### config.mk
export PLATFORM = sky130hd
export DESIGN_NAME = mesh_task_ctrl_flat
export DESIGN_NICKNAME = d
export VERILOG_FILES = /design/src/rtl/mesh_task_ctrl_if.sv /design/src/rtl/mesh_task_ctrl.sv /design/src/flat_wrapper.sv
export SDC_FILE = /design/constraint.sdc
export NUM_CORES = 1
export LEC_CHECK = 0
export ABC_CLOCK_PERIOD_IN_PS = 6960
export CORE_MARGIN = 3
export CORE_UTILIZATION = 35
export CTS_CLUSTER_SIZE = 40
export DETAILED_ROUTE_END_ITERATION = 16
export GPL_TIMING_DRIVEN = 0
export HOLD_SLACK_MARGIN = 0.08
export PLACE_DENSITY = 0.7
export SLEW_MARGIN = 20
export SYNTH_ARGS = -nofsm -noshare
export SYNTH_HDL_FRONTEND = slang
export SYNTH_SLANG_ARGS = --single-unit
### constraint.sdc
create_clock -name clk -period 6.96 [get_ports clk]
set_clock_uncertainty 0.2 [all_clocks]
set_input_delay 1.044 -clock clk [delete_from_list [all_inputs] [get_ports clk]]
set_output_delay 1.044 -clock clk [all_outputs]
set_load 0.01 [all_outputs]
### src/rtl/mesh_task_ctrl_if.sv
// Software-side control/status bus of the mesh task sequencer: register
// port plus run control and run status.
interface mesh_task_ctrl_if #(
    parameter int unsigned CNT_W = 32
);
    logic             cfg_we;
    logic [3:0]       cfg_addr;
    logic [31:0]      cfg_wdata;
    logic [31:0]      cfg_rdata;
    logic             start;
    logic             abort;
    logic             busy;
    logic             done;
    logic             timeout;
    logic [CNT_W-1:0] cycle_count;

    // Software / host side
    modport master (
        output cfg_we, cfg_addr, cfg_wdata, start, abort,
        input  cfg_rdata, busy, done, timeout, cycle_count
    );

    // Sequencer side
    modport slave (
        input  cfg_we, cfg_addr, cfg_wdata, start, abort,
        output cfg_rdata, busy, done, timeout, cycle_count
    );
endinterface

### src/rtl/mesh_task_ctrl.sv
// Mesh task sequencer: holds per-PE traffic config, flushes the PEs,
// runs them until every enabled PE reports send+receive finish (or the
// run times out / is aborted) and reports status with a cycle count.
module mesh_task_ctrl #(
    parameter int unsigned FLUSH_CYCLES   = 4,
    parameter logic [31:0] TIMEOUT_CYCLES = 32'd1000000,
    parameter int unsigned CNT_W          = 32
) (
    input  logic           clk,
    input  logic           rst,
    mesh_task_ctrl_if.slave bus,
    output logic [7:0]     pe_enable,
    output logic [7:0]     pe_dbg_mode_wire,
    output logic [23:0]    pe_send_num_wire,
    output logic [23:0]    pe_receive_num_wire,
    output logic [31:0]    pe_rate_wire,
    output logic [191:0]   pe_dst_seq_wire,
    output logic [31:0]    pe_mode_wire,
    output logic [7:0]     pe_flush_wire,
    input  logic [7:0]     pe_task_receive_finish_flag,
    input  logic [7:0]     pe_task_send_finish_flag
);

    typedef enum logic [1:0] {
        ST_IDLE  = 2'd0,
        ST_FLUSH = 2'd1,
        ST_RUN   = 2'd2,
        ST_END   = 2'd3
    } state_t;

    localparam logic [3:0] FLUSH_LAST = 4'(FLUSH_CYCLES - 1);

    state_t             state_q, state_d;
    logic [3:0]         flush_cnt_q, flush_cnt_d;
    logic [CNT_W-1:0]   cnt_q, cnt_d, cnt_inc;
    logic [7:0]         tx_q, tx_d, rx_q, rx_d;
    logic               done_q, done_d, timeout_q, timeout_d;
    logic               busy_q, busy_d;
    logic [7:0]         pe_enable_q, pe_enable_d;
    logic [7:0]         pe_flush_q, pe_flush_d;

    logic [7:0]         en_q, en_d, dbg_q, dbg_d;
    logic [23:0]        send_num_q, send_num_d, recv_num_q, recv_num_d;
    logic [31:0]        rate_q, rate_d, mode_q, mode_d;
    logic [191:0]       dst_seq_q, dst_seq_d;

    logic               wr_ok;
    logic               complete;

    // Saturating run counter increment and completion test on the
    // registered stickies (masked stickies are always a subset of en).
    always_comb begin
        cnt_inc  = (cnt_q == {CNT_W{1'b1}}) ? cnt_q : cnt_q + 1'b1;
        complete = ((tx_q & rx_q) == en_q);
        wr_ok    = bus.cfg_we && (state_q == ST_IDLE || state_q == ST_END);
    end

    // Next-state logic: config writes, run FSM, stickies and status.
    always_comb begin
        en_d        = en_q;
        dbg_d       = dbg_q;
        send_num_d  = send_num_q;
        recv_num_d  = recv_num_q;
        rate_d      = rate_q;
        mode_d      = mode_q;
        dst_seq_d   = dst_seq_q;
        state_d     = state_q;
        flush_cnt_d = flush_cnt_q;
        cnt_d       = cnt_q;
        tx_d        = tx_q;
        rx_d        = rx_q;
        done_d      = done_q;
        timeout_d   = timeout_q;

        // Config is frozen while the mesh is being flushed or run.
        if (wr_ok) begin
            case (bus.cfg_addr)
                4'd0:    {dbg_d, en_d} = bus.cfg_wdata[15:0];
                4'd1:    send_num_d    = bus.cfg_wdata[23:0];
                4'd2:    recv_num_d    = bus.cfg_wdata[23:0];
                4'd3:    rate_d        = bus.cfg_wdata;
                4'd4:    mode_d        = bus.cfg_wdata;
                default: begin
                    for (int k = 0; k < 6; k++) begin
                        if (bus.cfg_addr == 4'(k + 5))
                            dst_seq_d[k*32 +: 32] = bus.cfg_wdata;
                    end
                end
            endcase
        end

        case (state_q)
            ST_IDLE, ST_END: begin
                if (bus.start) begin
                    state_d     = ST_FLUSH;
                    flush_cnt_d = '0;
                    cnt_d       = '0;
                    tx_d        = '0;
                    rx_d        = '0;
                    done_d      = 1'b0;
                    timeout_d   = 1'b0;
                end
            end
            ST_FLUSH: begin
                if (bus.abort)
                    state_d = ST_IDLE;
                else if (flush_cnt_q == FLUSH_LAST)
                    state_d = ST_RUN;
                else
                    flush_cnt_d = flush_cnt_q + 4'd1;
            end
            ST_RUN: begin
                // Abort freezes count and stickies as they were.
                if (bus.abort) begin
                    state_d = ST_IDLE;
                end else begin
                    cnt_d = cnt_inc;
                    tx_d  = tx_q | (pe_task_send_finish_flag & en_q);
                    rx_d  = rx_q | (pe_task_receive_finish_flag & en_q);
                    if (complete) begin
                        state_d = ST_END;
                        done_d  = 1'b1;
                    end else if (64'(cnt_inc) >= 64'(TIMEOUT_CYCLES)) begin
                        state_d   = ST_END;
                        timeout_d = 1'b1;
                    end
                end
            end
            default: state_d = ST_IDLE;
        endcase

        // Registered outputs follow the next state.
        busy_d      = (state_d == ST_FLUSH) || (state_d == ST_RUN);
        pe_enable_d = (state_d == ST_RUN)   ? en_d  : 8'h00;
        pe_flush_d  = (state_d == ST_FLUSH) ? 8'hFF : 8'h00;
    end

    // State and config registers; synchronous reset back to IDLE.
    always_ff @(posedge clk) begin
        if (rst) begin
            state_q     <= ST_IDLE;
            flush_cnt_q <= '0;
            cnt_q       <= '0;
            tx_q        <= '0;
            rx_q        <= '0;
            done_q      <= 1'b0;
            timeout_q   <= 1'b0;
            busy_q      <= 1'b0;
            pe_enable_q <= '0;
            pe_flush_q  <= '0;
            en_q        <= '0;
            dbg_q       <= '0;
            send_num_q  <= '0;
            recv_num_q  <= '0;
            rate_q      <= '0;
            mode_q      <= '0;
            dst_seq_q   <= '0;
        end else begin
            state_q     <= state_d;
            flush_cnt_q <= flush_cnt_d;
            cnt_q       <= cnt_d;
            tx_q        <= tx_d;
            rx_q        <= rx_d;
            done_q      <= done_d;
            timeout_q   <= timeout_d;
            busy_q      <= busy_d;
            pe_enable_q <= pe_enable_d;
            pe_flush_q  <= pe_flush_d;
            en_q        <= en_d;
            dbg_q       <= dbg_d;
            send_num_q  <= send_num_d;
            recv_num_q  <= recv_num_d;
            rate_q      <= rate_d;
            mode_q      <= mode_d;
            dst_seq_q   <= dst_seq_d;
        end
    end

    // Combinational register readback; unmapped addresses read zero.
    always_comb begin
        bus.cfg_rdata = '0;
        case (bus.cfg_addr)
            4'd0:    bus.cfg_rdata = {16'b0, dbg_q, en_q};
            4'd1:    bus.cfg_rdata = {8'b0, send_num_q};
            4'd2:    bus.cfg_rdata = {8'b0, recv_num_q};
            4'd3:    bus.cfg_rdata = rate_q;
            4'd4:    bus.cfg_rdata = mode_q;
            4'd5:    bus.cfg_rdata = dst_seq_q[31:0];
            4'd6:    bus.cfg_rdata = dst_seq_q[63:32];
            4'd7:    bus.cfg_rdata = dst_seq_q[95:64];
            4'd8:    bus.cfg_rdata = dst_seq_q[127:96];
            4'd9:    bus.cfg_rdata = dst_seq_q[159:128];
            4'd10:   bus.cfg_rdata = dst_seq_q[191:160];
            4'd11:   bus.cfg_rdata = {29'b0, timeout_q, done_q, busy_q};
            4'd12:   bus.cfg_rdata = 32'(cnt_q);
            4'd13:   bus.cfg_rdata = {16'b0, rx_q, tx_q};
            default: bus.cfg_rdata = '0;
        endcase
    end

    assign bus.busy            = busy_q;
    assign bus.done            = done_q;
    assign bus.timeout         = timeout_q;
    assign bus.cycle_count     = cnt_q;

    assign pe_enable           = pe_enable_q;
    assign pe_flush_wire       = pe_flush_q;
    assign pe_dbg_mode_wire    = dbg_q;
    assign pe_send_num_wire    = send_num_q;
    assign pe_receive_num_wire = recv_num_q;
    assign pe_rate_wire        = rate_q;
    assign pe_mode_wire        = mode_q;
    assign pe_dst_seq_wire     = dst_seq_q;

endmodule
### src/flat_wrapper.sv
// flat-port wrapper written by rule: the top's interface ports become plain ports
module mesh_task_ctrl_flat 
#(
    parameter int unsigned FLUSH_CYCLES   = 4,
    parameter logic [31:0] TIMEOUT_CYCLES = 32'd1000000,
    parameter int unsigned CNT_W          = 32
)
  (clk, rst, pe_enable, pe_dbg_mode_wire, pe_send_num_wire, pe_receive_num_wire, pe_rate_wire, pe_dst_seq_wire, pe_mode_wire, pe_flush_wire, pe_task_receive_finish_flag, pe_task_send_finish_flag, bus_cfg_we, bus_cfg_addr, bus_cfg_wdata, bus_start, bus_abort, bus_cfg_rdata, bus_busy, bus_done, bus_timeout, bus_cycle_count);
  mesh_task_ctrl_if #(.CNT_W(CNT_W)) bus_i ();
  input  logic clk;
  input  logic rst;
  output logic [7:0] pe_enable;
  output logic [7:0] pe_dbg_mode_wire;
  output logic [23:0] pe_send_num_wire;
  output logic [23:0] pe_receive_num_wire;
  output logic [31:0] pe_rate_wire;
  output logic [191:0] pe_dst_seq_wire;
  output logic [31:0] pe_mode_wire;
  output logic [7:0] pe_flush_wire;
  input  logic [7:0] pe_task_receive_finish_flag;
  input  logic [7:0] pe_task_send_finish_flag;
  input wire logic [$bits(bus_i.cfg_we)-1:0] bus_cfg_we;
  input wire logic [$bits(bus_i.cfg_addr)-1:0] bus_cfg_addr;
  input wire logic [$bits(bus_i.cfg_wdata)-1:0] bus_cfg_wdata;
  input wire logic [$bits(bus_i.start)-1:0] bus_start;
  input wire logic [$bits(bus_i.abort)-1:0] bus_abort;
  output wire logic [$bits(bus_i.cfg_rdata)-1:0] bus_cfg_rdata;
  output wire logic [$bits(bus_i.busy)-1:0] bus_busy;
  output wire logic [$bits(bus_i.done)-1:0] bus_done;
  output wire logic [$bits(bus_i.timeout)-1:0] bus_timeout;
  output wire logic [$bits(bus_i.cycle_count)-1:0] bus_cycle_count;
  assign bus_i.cfg_we = bus_cfg_we;
  assign bus_i.cfg_addr = bus_cfg_addr;
  assign bus_i.cfg_wdata = bus_cfg_wdata;
  assign bus_i.start = bus_start;
  assign bus_i.abort = bus_abort;
  assign bus_cfg_rdata = bus_i.cfg_rdata;
  assign bus_busy = bus_i.busy;
  assign bus_done = bus_i.done;
  assign bus_timeout = bus_i.timeout;
  assign bus_cycle_count = bus_i.cycle_count;
  mesh_task_ctrl #(.FLUSH_CYCLES(FLUSH_CYCLES), .TIMEOUT_CYCLES(TIMEOUT_CYCLES), .CNT_W(CNT_W)) u_core (.clk(clk), .rst(rst), .bus(bus_i), .pe_enable(pe_enable), .pe_dbg_mode_wire(pe_dbg_mode_wire), .pe_send_num_wire(pe_send_num_wire), .pe_receive_num_wire(pe_receive_num_wire), .pe_rate_wire(pe_rate_wire), .pe_dst_seq_wire(pe_dst_seq_wire), .pe_mode_wire(pe_mode_wire), .pe_flush_wire(pe_flush_wire), .pe_task_receive_finish_flag(pe_task_receive_finish_flag), .pe_task_send_finish_flag(pe_task_send_finish_flag));
endmodule
==> flow_metrics.env <==
export IMPL_die_w_um=226
export IMPL_ant_nets=0
export IMPL_vias=20674
export IMPL_synthTopCellsByArea="dfxtp_1 (46%), nand2_1 (16%), a21oi_1 (10%)"
export IMPL_synth_largest_area_cell="dfxtp_1"
export IMPL_hold_viol=0
export IMPL_crit_path_max_incr_delay_ps=940
export IMPL_first_pass_iters=9
export IMPL_dp_hpwl_um=71600
export IMPL_maxSlewHeadroom_pct=15.3
export IMPL_top_layer="met5"
export IMPL_ys_warn_count=0
export IMPL_cts_buffers=43
export IMPL_rsz0062_at_grt="no"
export IMPL_critPathMaxFanout=10
export IMPL_syn_nets=2304
export IMPL_placed_area_sq_um=22000
export IMPL_hold_buffers=0
export IMPL_combPwrFrac_pct=16.4
export IMPL_port_buffers=431
export IMPL_hold_path_end="u_core.pe_dst_seq_wire[159]$_SDFFE_PP0P_"
export IMPL_synth_commonest_cells="nand2_1 (715), dfxtp_1 (386), a21oi_1 (353)"
export IMPL_clock_sinks=386
export IMPL_die_area_sq_um=51100
export IMPL_wirelength_um=96800
export IMPL_clk_pin_slew_ps=60
export IMPL_p_clk_share_pct=42.1
export IMPL_route_met2_wl_um=41400
export IMPL_synth_top_cell_area_share_pct=45.6
export IMPL_hold_depth=2
export IMPL_rows=79
export IMPL_synth_edf_count=0
export IMPL_reg2reg_slack_ps=1830
export IMPL_synth_most_common_cell="nand2_1"
export IMPL_wl_met1_um=34600
export IMPL_start_util_pct=35.9
export IMPL_synth_area_mux_share_pct=0.0591
export IMPL_tightest_slew_ps=1270
export IMPL_nNetsFinal=2782
export IMPL_viasPerCell=6.15
export IMPL_path_cells="clkdlybuf4s50_1 > clkbuf_1 > nand2b_1 > nor3_2 > clkbuf_1 > buf_1 > a221oi_1 > nand3_1 > clkdlybuf4s50_1"
export IMPL_ys_types=57
export IMPL_grt_first_pass_wirelength_um=134000
export IMPL_fin_area_sq_um=23500
export IMPL_power_density_nw_per_um2=240
export IMPL_crit_required_ps=5720
export IMPL_ctsLongestPathBuffers=3
export IMPL_synthArstFlopShare_pct=0
export IMPL_fillCellCount=4541
export IMPL_reg2reg_depth=12
export IMPL_layout_cells_non_filler=3360
export IMPL_hold_start="u_core.pe_dst_seq_wire[159]$_SDFFE_PP0P_"
export IMPL_hp_class="register to register"
export IMPL_power_leakage_nw=7.60
export IMPL_gp_congestion=1.00
export IMPL_post_cts_buffers=0
export IMPL_layout_worst_path_cycle_share_pct=100
export IMPL_p_total_mw=5.63
export IMPL_rr_startpoint="u_core.bus.cycle_count[12]$_SDFFE_PP0P_"
export IMPL_worst_slack_ps=-13.0
export IMPL_clk_latency_ps=590
export IMPL_swShare_pct=30.5
export IMPL_first_global_vias=18849
export IMPL_placed_cells=3281
export IMPL_synthAdderAreaFrac_pct=0.443
export IMPL_clockRootBuffer="clkbuf_16"
export IMPL_avgRoutedWirePerCell_um=28.8
export IMPL_finalSetupViolCount=1
export IMPL_coreArea_sq_um=47100
export IMPL_max_freq_mhz=143
export IMPL_cts_resized=1
export IMPL_status="finished, violations left"
export IMPL_synth_top_family_by_area="simple AND/OR/NAND/NOR gates"
export IMPL_synth_simple_area_share_pct=24.0
export IMPL_drive_gt1_share_pct=4.29
export IMPL_finalCriticalPeriod_ps=6970
export IMPL_netlist_instances=2241
export IMPL_synth_compound_gate_area_share_pct=23.3
export IMPL_p_sw_mw=1.72
export IMPL_crit_slowest_cell="buf_1"
export IMPL_grt_max_degree=14
export IMPL_track_usage_pct=36.0
export IMPL_top_level_ports=452
export IMPL_cts_tree="done"
export IMPL_seq_area_frac_synth_pct=45.6
export IMPL_synth_area_sq_um=16900
export IMPL_startpoint_type="primary input"
export IMPL_areaGrowthSynthToFinish_pct=38.7
export IMPL_max_cap_violations=0
export IMPL_violations="negative setup slack"
export IMPL_r2r_end="u_core.pe_enable[0]$_SDFF_PP0_"
export IMPL_grt_ovfl_total=0
export IMPL_synth_xor_area_share_pct=1.19
export IMPL_p_int_mw=3.91
export IMPL_slew_violations=0
export IMPL_antenna_found_initial=4
export IMPL_synth_avg_cell_area_sq_um=7.56
export IMPL_path_class="primary input to output pin"
export IMPL_ys_flop_type="dfxtp_1"
export IMPL_ir_drop_mv=0.169
export IMPL_synth_seq_cells=386
export IMPL_fp_dieH_um=226
export IMPL_drt_initial_drc_count=3257
export IMPL_power_frac_seq_pct=41.5
export IMPL_arrival_ps=5730
export IMPL_end_kind="output pin"
export IMPL_htree_num_levels=2
export IMPL_drc=0
export IMPL_wl_met3_um=14500
## worst max path at each step
stage | slack (ps) | start | endpoint | cells past startpoint
3_3_place_gp | 20 | bus_cfg_addr[2] | bus_cfg_rdata[2] | 9
3_5_place_dp | -20 | bus_cfg_addr[2] | bus_cfg_rdata[2] | 9
5_1_grt | 80 | bus_cfg_addr[2] | bus_cfg_rdata[2] | 9
4_1_cts | 80 | bus_cfg_addr[2] | bus_cfg_rdata[18] | 9
6_report | -10 | bus_cfg_addr[2] | bus_cfg_rdata[18] | 9
2_1_floorplan | 3010 | bus_cfg_addr[2] | bus_cfg_rdata[17] | 7
## layout make-up
class | count | area (sq um) | share of cell area [%]
Tap cell | 607 | 759 | 3.23
Antenna cell | 1 | 2.50 | 0.0107
Sequential cell | 386 | 7730 | 32.9
Inverter | 6 | 22.5 | 0.0959
Clock buffer | 65 | 1310 | 5.57
Timing Repair Buffer | 433 | 4330 | 18.4
Clock inverter | 13 | 140 | 0.596
Buffer | 224 | 902 | 3.84
Multi-Input combinational cell | 1625 | 8310 | 35.4
## cells by family after synthesis
family	Yosys count
adders and majority gates	6
xor gates and xnor gates	23
and+or+nand+nor	972
DFF	386
AOI/OAI and AO/OA	623
buffers and inverters	230
muxes	1
## registers in the layout, indices dropped and copies added (netlist names), 2 cells and up
signal	count
u_core.pe_dst_seq_wire	192
u_core.bus.cycle_count	32
u_core.pe_mode_wire	32
u_core.pe_rate_wire	32
u_core.pe_receive_num_wire	24
u_core.pe_send_num_wire	24
u_core.en_q	8
u_core.pe_dbg_mode_wire	8
u_core.pe_enable	8
u_core.rx_q	8
u_core.tx_q	8
u_core.flush_cnt_q	4
u_core.state_q	2
## cell usage in the layout, fill, tap and decap left out, types with 4 or more instances in the layout
cell             instances
nand2_1                715
clkdlybuf4s50_1        431
dfxtp_1                386
a21oi_1                353
clkbuf_1               196
nor2_1                  79
a22oi_1                 58
a221oi_1                51
clkbuf_16               43
nand3_1                 42
a22o_1                  39
nor3_1                  29
a222oi_1                29
o21ai_0                 28
and3_1                  21
nand4_1                 20
a31oi_1                 20
buf_2                   16
and2_1                  16
xor2_1                  15
clkbuf_8                15
a311oi_1                11
clkbuf_2                10
nand2b_1                 9
buf_4                    9
xnor2_1                  8
and2_0                   8
and4_1                   7
inv_1                    6
ha_1                     6
a211oi_1                 5
clkinv_2                 5
nor4_2                   4
nor3b_1                  4
o211ai_1                 4
nor2b_1                  4
o31ai_1                  4
## power groups by stage
stage | clock [mW] | combinational [mW] | sequential [mW]
6_report | 2.37 | 0.921 | 2.34
5_1_grt | 2.44 | 0.968 | 2.34
4_1_cts | 2.35 | 0.897 | 2.33
3_5_place_dp | 0 | 0.892 | 2.38
3_3_place_gp | 0 | 0.876 | 2.38
2_1_floorplan | 0 | 0.460 | 2.37
## worst max-delay path, delay by kind of cell
kind,cells,cell delay [ps]
buffers and inverters,5,3410
AOI/OAI and AO/OA,1,300
and+or+nand+nor,3,960
## per-layer routing
metal / GRT usage [%] / vias to the layer above
li1: - / 8737
met1: 44.4 / 9770
met2: 54.2 / 1777
met3: 13.5 / 384
met4: 19.9 / 6
met5: 0 / -
## stage by stage
step	utilization, %	setup slack (ps)	hold WS (ps)	setup TNS (ps)
2_1_floorplan	-	3010	259	0
3_3_place_gp	46.7	22.5	256	0
3_5_place_dp	46.7	-18.9	263	-26.5
4_1_cts	49.8	75.8	271	0
5_1_grt	49.8	81.3	287	0
6_report	49.8	-13.0	276	-13.0
Note: power is estimated with default switching activity, not from simulation.
